==> src/rtl/snap_capture_ctrl_pkg.sv <==
// Shared types and bit positions for the snapshot capture controller.
package snap_capture_pkg;

   typedef enum logic [1:0] {
      IDLE,
      ARMED,
      CAPTURE,
      DONE
   } state_t;

   localparam int CTRL_ARM       = 0;
   localparam int CTRL_TRIG_SEL  = 1;
   localparam int CTRL_VALID_SEL = 2;
   localparam int CTRL_ABORT     = 3;

   localparam int STAT_DONE = 31;
   localparam int STAT_BUSY = 30;

endpackage

==> src/rtl/snap_capture_ctrl_if.sv <==
// Control/sample/BRAM bundle for snap_capture_ctrl.
// SNAP_CAPTURE_TIMESTAMP_EN adds the tstamp signal.
interface snap_capture_if #(
   parameter int DATA_WIDTH = 32,
   parameter int ADDR_WIDTH = 11
);
   logic [31:0]           ctrl;
   logic [DATA_WIDTH-1:0] din;
   logic                  din_valid;
   logic                  trig;
   logic [ADDR_WIDTH-1:0] bram_addr;
   logic [DATA_WIDTH-1:0] bram_din;
   logic                  bram_we;
   logic [31:0]           status;
`ifdef SNAP_CAPTURE_TIMESTAMP_EN
   logic [31:0]           tstamp;

   modport master (
      output ctrl, din, din_valid, trig,
      input  bram_addr, bram_din, bram_we, status, tstamp
   );

   modport slave (
      input  ctrl, din, din_valid, trig,
      output bram_addr, bram_din, bram_we, status, tstamp
   );
`else
   modport master (
      output ctrl, din, din_valid, trig,
      input  bram_addr, bram_din, bram_we, status
   );

   modport slave (
      input  ctrl, din, din_valid, trig,
      output bram_addr, bram_din, bram_we, status
   );
`endif
endinterface

==> src/rtl/snap_capture_ctrl_wr_port.sv <==
// Registered BRAM write stage: one-cycle addr/data/we pipeline plus sample count.
module snap_capture_wr_port #(
   parameter int DATA_WIDTH = 32,
   parameter int ADDR_WIDTH = 11
) (
   input  logic                  clk,
   input  logic                  rst,
   input  logic                  clear,
   input  logic                  accept,
   input  logic [DATA_WIDTH-1:0] sample,
   output logic [ADDR_WIDTH:0]   count,
   output logic [ADDR_WIDTH-1:0] addr,
   output logic [DATA_WIDTH-1:0] data,
   output logic                  we
);

   // Accepted sample lands at the current count; data holds when idle.
   always_ff @(posedge clk or posedge rst) begin
      if (rst) begin
         count <= '0;
         addr  <= '0;
         data  <= '0;
         we    <= 1'b0;
      end else begin
         we <= 1'b0;
         if (clear) begin
            count <= '0;
         end else if (accept) begin
            addr  <= count[ADDR_WIDTH-1:0];
            data  <= sample;
            we    <= 1'b1;
            count <= count + 1'b1;
         end
      end
   end

endmodule

==> src/rtl/snap_capture_ctrl.sv <==
// Snapshot capture controller: arm/trigger/abort FSM driving one BRAM capture.
// SNAP_CAPTURE_TIMESTAMP_EN adds a free-running cycle counter and tstamp.
module snap_capture_ctrl
   import snap_capture_pkg::*;
#(
   parameter int DATA_WIDTH = 32,
   parameter int ADDR_WIDTH = 11
) (
   input logic           user_clk,
   input logic           user_rst,
   snap_capture_if.slave bus
);

   localparam logic [ADDR_WIDTH:0] LAST_ADDR = {1'b0, {ADDR_WIDTH{1'b1}}};

   state_t state, state_next;
   logic arm_q, arm_rise, acc, eff_trig, abort;
   logic accept, clear, set_done, done, busy;
   logic [ADDR_WIDTH:0] count;
   logic ctrl_unused;

   assign arm_rise    = bus.ctrl[CTRL_ARM] & ~arm_q;
   assign acc         = bus.ctrl[CTRL_VALID_SEL] ? bus.din_valid : 1'b1;
   assign eff_trig    = bus.ctrl[CTRL_TRIG_SEL] ? bus.trig : 1'b1;
   assign abort       = bus.ctrl[CTRL_ABORT];
   assign busy        = (state == ARMED) || (state == CAPTURE);
   assign ctrl_unused = ^bus.ctrl[31:4];

   always_ff @(posedge user_clk or posedge user_rst) begin
      if (user_rst) begin
         state <= IDLE;
         arm_q <= 1'b0;
         done  <= 1'b0;
      end else begin
         state <= state_next;
         arm_q <= bus.ctrl[CTRL_ARM];
         if (clear) begin
            done <= 1'b0;
         end else if (set_done) begin
            done <= 1'b1;
         end
      end
   end

   // Abort outranks a re-arm, which outranks any sample acceptance.
   always_comb begin
      state_next = state;
      accept     = 1'b0;
      clear      = 1'b0;
      set_done   = 1'b0;
      if (abort) begin
         state_next = IDLE;
      end else if (arm_rise) begin
         state_next = ARMED;
         clear      = 1'b1;
      end else begin
         case (state)
            ARMED: begin
               if (acc && eff_trig) begin
                  accept     = 1'b1;
                  state_next = CAPTURE;
               end
            end
            CAPTURE: begin
               if (acc) begin
                  accept = 1'b1;
                  if (count == LAST_ADDR) begin
                     state_next = DONE;
                     set_done   = 1'b1;
                  end
               end
            end
            default: ;
         endcase
      end
   end

   snap_capture_wr_port #(
      .DATA_WIDTH(DATA_WIDTH),
      .ADDR_WIDTH(ADDR_WIDTH)
   ) u_wr_port (
      .clk   (user_clk),
      .rst   (user_rst),
      .clear (clear),
      .accept(accept),
      .sample(bus.din),
      .count (count),
      .addr  (bus.bram_addr),
      .data  (bus.bram_din),
      .we    (bus.bram_we)
   );

   always_comb begin
      bus.status                 = '0;
      bus.status[STAT_DONE]      = done;
      bus.status[STAT_BUSY]      = busy;
      bus.status[ADDR_WIDTH:0]   = count;
   end

`ifdef SNAP_CAPTURE_TIMESTAMP_EN
   logic [31:0] cycle_cnt;

   // Timestamp latches the free-running count on the trigger sample only.
   always_ff @(posedge user_clk or posedge user_rst) begin
      if (user_rst) begin
         cycle_cnt  <= '0;
         bus.tstamp <= '0;
      end else begin
         cycle_cnt <= cycle_cnt + 1'b1;
         if (accept && (state == ARMED)) begin
            bus.tstamp <= cycle_cnt;
         end
      end
   end
`endif

endmodule

==> src/flat_wrapper.sv <==
// flat-port wrapper written by rule: the top's interface ports become plain ports
module snap_capture_ctrl_flat import snap_capture_pkg::*;
#(
   parameter int DATA_WIDTH = 32,
   parameter int ADDR_WIDTH = 11
)
  (user_clk, user_rst, bus_ctrl, bus_din, bus_din_valid, bus_trig, bus_bram_addr, bus_bram_din, bus_bram_we, bus_status);
  snap_capture_if #(.DATA_WIDTH(DATA_WIDTH), .ADDR_WIDTH(ADDR_WIDTH)) bus_i ();
  input logic user_clk;
  input logic user_rst;
  input wire logic [$bits(bus_i.ctrl)-1:0] bus_ctrl;
  input wire logic [$bits(bus_i.din)-1:0] bus_din;
  input wire logic [$bits(bus_i.din_valid)-1:0] bus_din_valid;
  input wire logic [$bits(bus_i.trig)-1:0] bus_trig;
  output wire logic [$bits(bus_i.bram_addr)-1:0] bus_bram_addr;
  output wire logic [$bits(bus_i.bram_din)-1:0] bus_bram_din;
  output wire logic [$bits(bus_i.bram_we)-1:0] bus_bram_we;
  output wire logic [$bits(bus_i.status)-1:0] bus_status;
  assign bus_i.ctrl = bus_ctrl;
  assign bus_i.din = bus_din;
  assign bus_i.din_valid = bus_din_valid;
  assign bus_i.trig = bus_trig;
  assign bus_bram_addr = bus_i.bram_addr;
  assign bus_bram_din = bus_i.bram_din;
  assign bus_bram_we = bus_i.bram_we;
  assign bus_status = bus_i.status;
  snap_capture_ctrl #(.DATA_WIDTH(DATA_WIDTH), .ADDR_WIDTH(ADDR_WIDTH)) u_core (.user_clk(user_clk), .user_rst(user_rst), .bus(bus_i));
endmodule
==> config.mk <==
export PLATFORM = sky130hd
export DESIGN_NAME = snap_capture_ctrl_flat
export DESIGN_NICKNAME = d
export VERILOG_FILES = /design/src/rtl/snap_capture_ctrl_pkg.sv /design/src/rtl/snap_capture_ctrl_if.sv /design/src/rtl/snap_capture_ctrl_wr_port.sv /design/src/rtl/snap_capture_ctrl.sv /design/src/flat_wrapper.sv
export SDC_FILE = /design/constraint.sdc
export NUM_CORES = 1
export LEC_CHECK = 0
export CORE_MARGIN = 4
export CORE_UTILIZATION = 43
export CTS_BUF_LIST = sky130_fd_sc_hd__clkbuf_8
export DETAILED_ROUTE_END_ITERATION = 16
export PLACE_DENSITY_LB_ADDON = 0.3
export SYNTH_ARGS = -nofsm -noshare
export SYNTH_HDL_FRONTEND = slang
export SYNTH_SLANG_ARGS = --single-unit
==> constraint.sdc <==
create_clock -name user_clk -period 6.12 [get_ports user_clk]
set_input_delay 1.53 -clock user_clk [delete_from_list [all_inputs] [get_ports user_clk]]
set_output_delay 1.53 -clock user_clk [all_outputs]
set_load 0.005 [all_outputs]
==> metrics.md, run 1 <==
| Metric | Value |
|---|---|
| Die Ht | roughly 87 um |
| PortBufs | 97 |
| Nets | between 400 and 500 |
| CTS Buf Count | 9 |
| Core footprint | 5960 um2 |
| Drt via density | 4.67 |
| Dpl hpwl | roughly 4300 um |
| First-pass GRT wire length | about 10,000 um |
| Post-CTS sizing | 0 |
| Worst Path Required | ~6300 ps |
| Yosys top cell area share | 0.563 |
| Arrival @ worst endpoint | between 4000 and 5000 ps |
| Crit path launch type | input pin |
| Design Power | 1.17 mW |
| Routed WL per cell | between 10 and 15 um |
| Max-slew violation count | 0 |
| Met1 Wirelength | 2710 um |
| Pwr dens | 309 nW/um2 |
| Most frequent cells in the layout | 139 x nand2_1, 97 x clkdlybuf4s50_1, 60 x dfrtp_1 |
| Comb pwr share | 0.261 |
| Clock power frac | 0.294 |
| Worst vdd ir | 0.000158 V |
| Leading cell type in the layout, fill and taps excluded | nand2_1 |
| Biggest area consumer among synthesized cells | dfrtp_1 |
| Global Route Usage Sum | 0.176 |
| Final worst path period share | 0.637 |
| Relative slew margins | 0.376 |
| H-Tree Depth | 3 |
| Mapped Area | 2670 um2 |
| Clock sink total | 60 |
| Clock Skews | 4.36 ps |
| Pin count of the biggest net entering global routing | 61 |
| Setup Total Neg Slack | 0 ps |
| Slew @ Worst Pin | approximately 930 ps |
| Worst Hold Class | reg -> reg |
| Flop pwr share | 0.445 |
| P_int | 0.877 mW |
| Initial DRT Pass Iterations | 4 |
| RSZ-0062 raised after global routing | no |
| Sw Ratio | 0.253 |
| Horiz. Die Dim | 86.8 um |
| Syn-to-layout area delta | 42.5% |
| Synth unique cells | 31 |
| Worst-Skew Late Latency | 320 ps |
| Reg-to-reg startpoint | u_core.state[0] |
| Cells after Synth | about 300 |
| Setup Viol. Count Final | 0 |
| Hold-fix buffers, CTS | 0 |
| Routed WL | 6370 um |
| Sequential area share after synthesis | 0.563 |
| Crit-path slowest cell | nand2_2 |
| Critical Path, Cell by Cell | clkdlybuf4s50_1, nor4_4, nand2_2, inv_1, buf_4, nand4_1, mux2i_1 |
| Syn avg cell area | 9.02 um2 |
| Number of synthesis warnings | 0 |
| Met3 wire len | 374 um |
| Crit path kind | in -> reg |
| Family with the most delay on the worst path | simple AND/OR/NAND/NOR gates |
| Clock root buffer | clkbuf_8 |
| Top Ports | around 140 |
| Die area | approximately 7500 um2 |
| Hold Vio Cnt, Final | 0 |
| Reg clk slew, reported paths | approximately 60 ps |
| Initial Utilization | 0.448 |
| Layout cells sized above 1 | 0.0481 |
| CP Max Fanout | 49 |
| Post-synth top flop | dfrtp_1 |
| Setup crit start | bus_ctrl[3] |
| Initial DRC count | 89 |
| Antenna violations before repair | 0 |
| Hold path startpoint | u_core.u_wr_port.data[27] |
| Row Count | 28 |
| GPL Wtd Cong | 0.817 |
| Worst path buffer plus inverter count | 3 |
| Leak | 1.90 nW |
| Min Tclk post-route | 3900 ps |
| Metal2 WL | 3210 um |
| Vias in the first global route | around 2,200 |
| CTS tree | done |
| Flops & latches, synth | 60 |
| Antenna Nets Post-Route | 0 |
| Setup bufs post-CTS | 0 |
| Post-synth EDFFs | 0 |
| Crit path largest cell delay | 600 ps |
| Async S/R FF share, synth | 1.00 |
| Antenna diode count | 0 |
| Max Used Layer | met4 |
| Switch Pwr | between 0.2 and 0.3 mW |
| Setup crit end kind | flop |
| Max-cap violation count | 0 |
| DRC viols | 0 |
| Fmax | 0.257 GHz |
| Status | finished clean |
| Grt ovf | 0 |
| Filler instances | 505 |
| Top post-synthesis cells by area | dfrtp_1 56%, nand2_1 20%, buf_4 5.6% |
| Routed vias | 2,194 |
| Max Root-Sink Buffers | 2 |
-- worst min-delay path: cells and delay by family (launching register included) --
family / cells / cell delay [ps]
and+or+nand+nor: 2 / 110
DFF: 1 / 340
-- cells by family (layout without fill, tap and decap cells) --
kind of cell,after synthesis,count (layout),share of synthesized area
compound gates,13,13,0.0333
buf+inv,39,121,0.0858
simple gates,171,171,0.272
flops,60,60,0.563
xor+xnor,6,6,0.0197
fa+ha+maj,3,3,0.0141
other cells,1,18,0.00141
mux,3,3,0.0113
-- power by group through the flow --
| stage | sequential (mW) | combinational, mW | clock, mW |
|---|---|---|---|
| floorplan | 0.536 | 0.0960 | 0 |
| finish | 0.522 | 0.306 | 0.345 |
| global route | 0.534 | 0.340 | 0.372 |
| global placement | 0.525 | 0.303 | 0 |
| CTS | 0.523 | 0.313 | 0.355 |
| detailed placement | 0.530 | 0.312 | 0 |
-- cell usage after synthesis (2+ instances only) --
cell	n
or4_1	2
a211oi_1	3
inv_1	8
nand2_1	139
nor2_1	9
nand2b_1	2
and3_1	3
xnor2_1	4
dfrtp_1	60
buf_2	6
nor4_1	3
nand4_1	4
nand3_1	2
mux2i_1	3
ha_1	3
xor2_1	2
nor2b_1	2
buf_4	20
o31ai_1	2
a21oi_1	4
clkbuf_1	5
-- through the flow --
step                      setup slack, ps  utilization  area (um2)  hold slack (ps)  std cells
after floorplan                      3110            -        2730              467        313
after global placement               1930        0.607        3610              456        456
after detailed placement             1890        0.607        3610              462        456
after CTS                            2220        0.639        3800              478        470
after global routing                 1990        0.639        3800              495        470
final                                2220        0.639        3800              474        470
-- final cells by class --
cell class	instances	area (um2)	area share
Tap cell	75	93.8	0.0247
Inverter	8	30.0	0.00789
Timing Repair Buffer	99	986	0.259
Clock inverter	3	38.8	0.0102
Clock buffer	11	151	0.0398
Multi-Input combinational cell	214	1000	0.263
Sequential cell	60	1500	0.395
-- registers in the layout, indices dropped and copies added, names as in the netlist --
name                    flops
u_core.state                2
u_core.u_wr_port.data      32
u_core.done                 1
u_core.u_wr_port.we         1
u_core.arm_q                1
u_core.u_wr_port.addr      11
u_core.u_wr_port.count     12
-- per-layer routing --
metal / up-vias / track usage
met5: - / 0
met4: 0 / 0.0779
met3: 5 / 0.0390
met2: 64 / 0.291
met1: 1038 / 0.220
li1: 1087 / -
-- final timing paths --
check / slack [ps] / endpoint / cells after the start
max in group asynchronous: 3890 / u_core.arm_q / 3
setup / recovery: 2220 / u_core.u_wr_port.count[4] / 7
min in group asynchronous: 1740 / u_core.u_wr_port.we / 3
hold / removal: 470 / u_core.u_wr_port.data[27] / 2
hold reg to reg: 470 / u_core.u_wr_port.data[27] / 2
setup reg to reg: 3220 / u_core.u_wr_port.count[4] / 8
Note: power is estimated with default switching activity, not from simulation.
==> run 2: changes to the inputs <==
- CORE_UTILIZATION: 43 -> 36
- clock period: 6.12 -> 3.5 ns (I/O delays scaled with it)
==> metrics.md, run 2 (synthesized netlist as in run 1, its figures left out) <==
| Metric | Value |
|---|---|
| Status | finished clean |
| Non-filler instance count after layout | 499 (+6.2%) |
| Antenna Nets Post-Route | 0 (unchanged) |
| Hold path startpoint | u_core.u_wr_port.addr[10] |
| Relative slew margins | 0.526 (+0.151) |
| Crit path kind | reg -> out |
| Setup Viol. Count Final | 0 (unchanged) |
| Fin util | 0.536 (-0.102) |
| Routed vias | 2,230 (+1.6%) |
| Antenna violations before repair | 0 (unchanged) |
| Worst Path Required | 2620 ps (-3700 ps) |
| Layout cells sized above 1 | 0.0625 (+0.0144) |
| Worst Hold Class | reg -> reg |
| Max-cap violation count | 0 (unchanged) |
| Grt ovf | 0 (unchanged) |
| Clock sink total | 60 (unchanged) |
| Most frequent cells in the layout | 139 x nand2_1, 97 x clkdlybuf4s50_1, 60 x dfrtp_1 |
| Syn-to-layout area delta | 45.0% |
| Setup crit end kind | output pin |
| Hold-fix buffers, CTS | 0 (unchanged) |
| Final WS setup | 939 ps (-1280 ps) |
| Arrival @ worst endpoint | 1690 ps (-2400 ps) |
| Worst vdd ir | 0.000275 V (+74%) |
| Pre-CTS setup slack | 720 ps (-1170 ps) |
| Global Route Usage Sum | 0.146 (-0.0302) |
| Pwr dens | 528 nW/um2 (+71%) |
| Routed WL | 6260 um (-1.7%) |
| Antenna diode count | 0 (unchanged) |
| Worst-Skew Late Latency | 330 ps (about the same) |
| Routed WL per cell | 12.6 um (-7.4%) |
| Max-slew violation count | 0 (unchanged) |
| Core footprint | 7210 um2 (+21%) |
| Min Tclk post-route | 2560 ps |
| WHS Path Cells | 2 (unchanged) |
| Vias in the first global route | 2,139 (-2.6%) |
| R2R depth | 8 (unchanged) |
| Setup bufs post-CTS | 0 (unchanged) |
| R2r setup slk | 1390 ps (-1830 ps) |
| Max Root-Sink Buffers | 2 (unchanged) |
| Biggest register | u_core.u_wr_port.data |
| Placed instance count | 483 (+5.9%) |
| CP Max Fanout | 4 (-92%) |
| Final worst path period share | 0.732 |
| Initial Utilization | 0.370 (-0.0782) |
| Slew @ Worst Pin | 709 ps (-224 ps) |
| Die area | 8850 um2 (+18%) |
| RSZ-0062 raised after global routing | no |
| Number of flip-flops in the largest register | 32 (unchanged) |
| H-Tree Depth | 3 (unchanged) |
| PortBufs | 97 (unchanged) |
| Initial DRC count | 69 (-22%) |
| Drt via density | 4.47 (-4.3%) |
| Dpl hpwl | 4530 um (+5.0%) |
| Nets | 466 (+0.65%) |
| Setup Total Neg Slack | 0 ps (unchanged) |
| Post-CTS sizing | 0 (unchanged) |
| Pin count of the biggest net entering global routing | 33 (-46%) |
| Horiz. Die Dim | 94.1 um (+8.4%) |
| Reg clk slew, reported paths | 70 ps (about the same) |
| Clock Skews | 7.58 ps (+3.22 ps) |
| Hold Path Sink | u_core.u_wr_port.addr[10] |
| CTS tree | done |
| CTS Buf Count | 9 (unchanged) |
| Biggest regs | u_core.u_wr_port.data (32), u_core.u_wr_port.count (12), u_core.u_wr_port.addr (11) |
| Worst reg2reg path endpoint | u_core.u_wr_port.count[4] |
| Leading cell type in the layout, fill and taps excluded | nand2_1 |
| Crit path launch type | flop |
| Hold Vio Cnt, Final | 0 (unchanged) |
| Top Ports | 144 (unchanged) |
| DRC viols | 0 (unchanged) |
| Clock root buffer | clkbuf_8 |
| Fmax | 0.391 GHz |
| First-pass GRT wire length | 10,200 um (-2.4%) |
| GPL Wtd Cong | 0.747 (-8.5%) |
| Reg-to-reg startpoint | u_core.state[0] |
| Leak | 1.91 nW (+0.36%) |
| Row Count | 31 (+11%) |
| Die Ht | 94.1 um (+8.4%) |
| Initial DRT Pass Iterations | 4 (unchanged) |
run 2: changes by cell type in the layout (fill, tap and decap cells not counted), sizes merged:
cell      before  now
buf            2    5
clkinvlp       0    3
clkbuf        11    9
clkinv         1    3
inv            9    8
run 2: layer usage:
metal / global-route usage / routed length [um] / up-vias / share of wire
met2: 0.240 / 3040 / 68 / 0.48
met5: 0 / 0 / - / 0
met3: 0.0385 / 422 / 7 / 0.067
met1: 0.186 / 2750 / 1056 / 0.44
met4: 0.0481 / 53 / 0 / 0.0085
li1: - / - / 1099 / -
run 2: cell type report:
type                    instances  area, um2
multi-input cells             214       1000
fillers                       668       3340
clock buffers                   9        124
clock inverters                 7       67.6
well taps                      99        124
repair buffers                102       1020
flip-flops and latches         60       1500
inverters                       8       30.0
run 2: report_power, final:
group          switching (mW)  internal, mW  total [mW]
sequential             0.0741         0.838       0.912
clock                   0.273         0.324       0.598
combinational           0.193         0.342       0.536
total                   0.541          1.50        2.05
run 2: worst max path at each step:
stage / startpoint / endpoint / depth (start not counted)
after floorplan: user_rst / u_core.arm_q / 1
after global placement: bus_ctrl[3] / u_core.u_wr_port.count[4] / 7
after detailed placement: bus_ctrl[3] / u_core.u_wr_port.count[4] / 7
after CTS: u_core.state[0] / bus_status[30] / 4
after global routing: u_core.state[0] / bus_status[30] / 4
final: u_core.state[0] / bus_status[30] / 4
run 2: through the flow:
step / total power, mW / hold slack (ps) / area, um2
after global placement: 1.45 / 457 / 3680
after floorplan: 1.10 / 467 / 2730
after detailed placement: 1.47 / 461 / 3680
final: 2.05 / 474 / 3870
after CTS: 2.08 / 480 / 3870
after global routing: 2.18 / 496 / 3870
run 2: critical path: stages (launching register included):
cell and delay (ps):
dfrtp_1 380, inv_1 50, ha_1 370, inv_1 80
clkdlybuf4s50_1 490
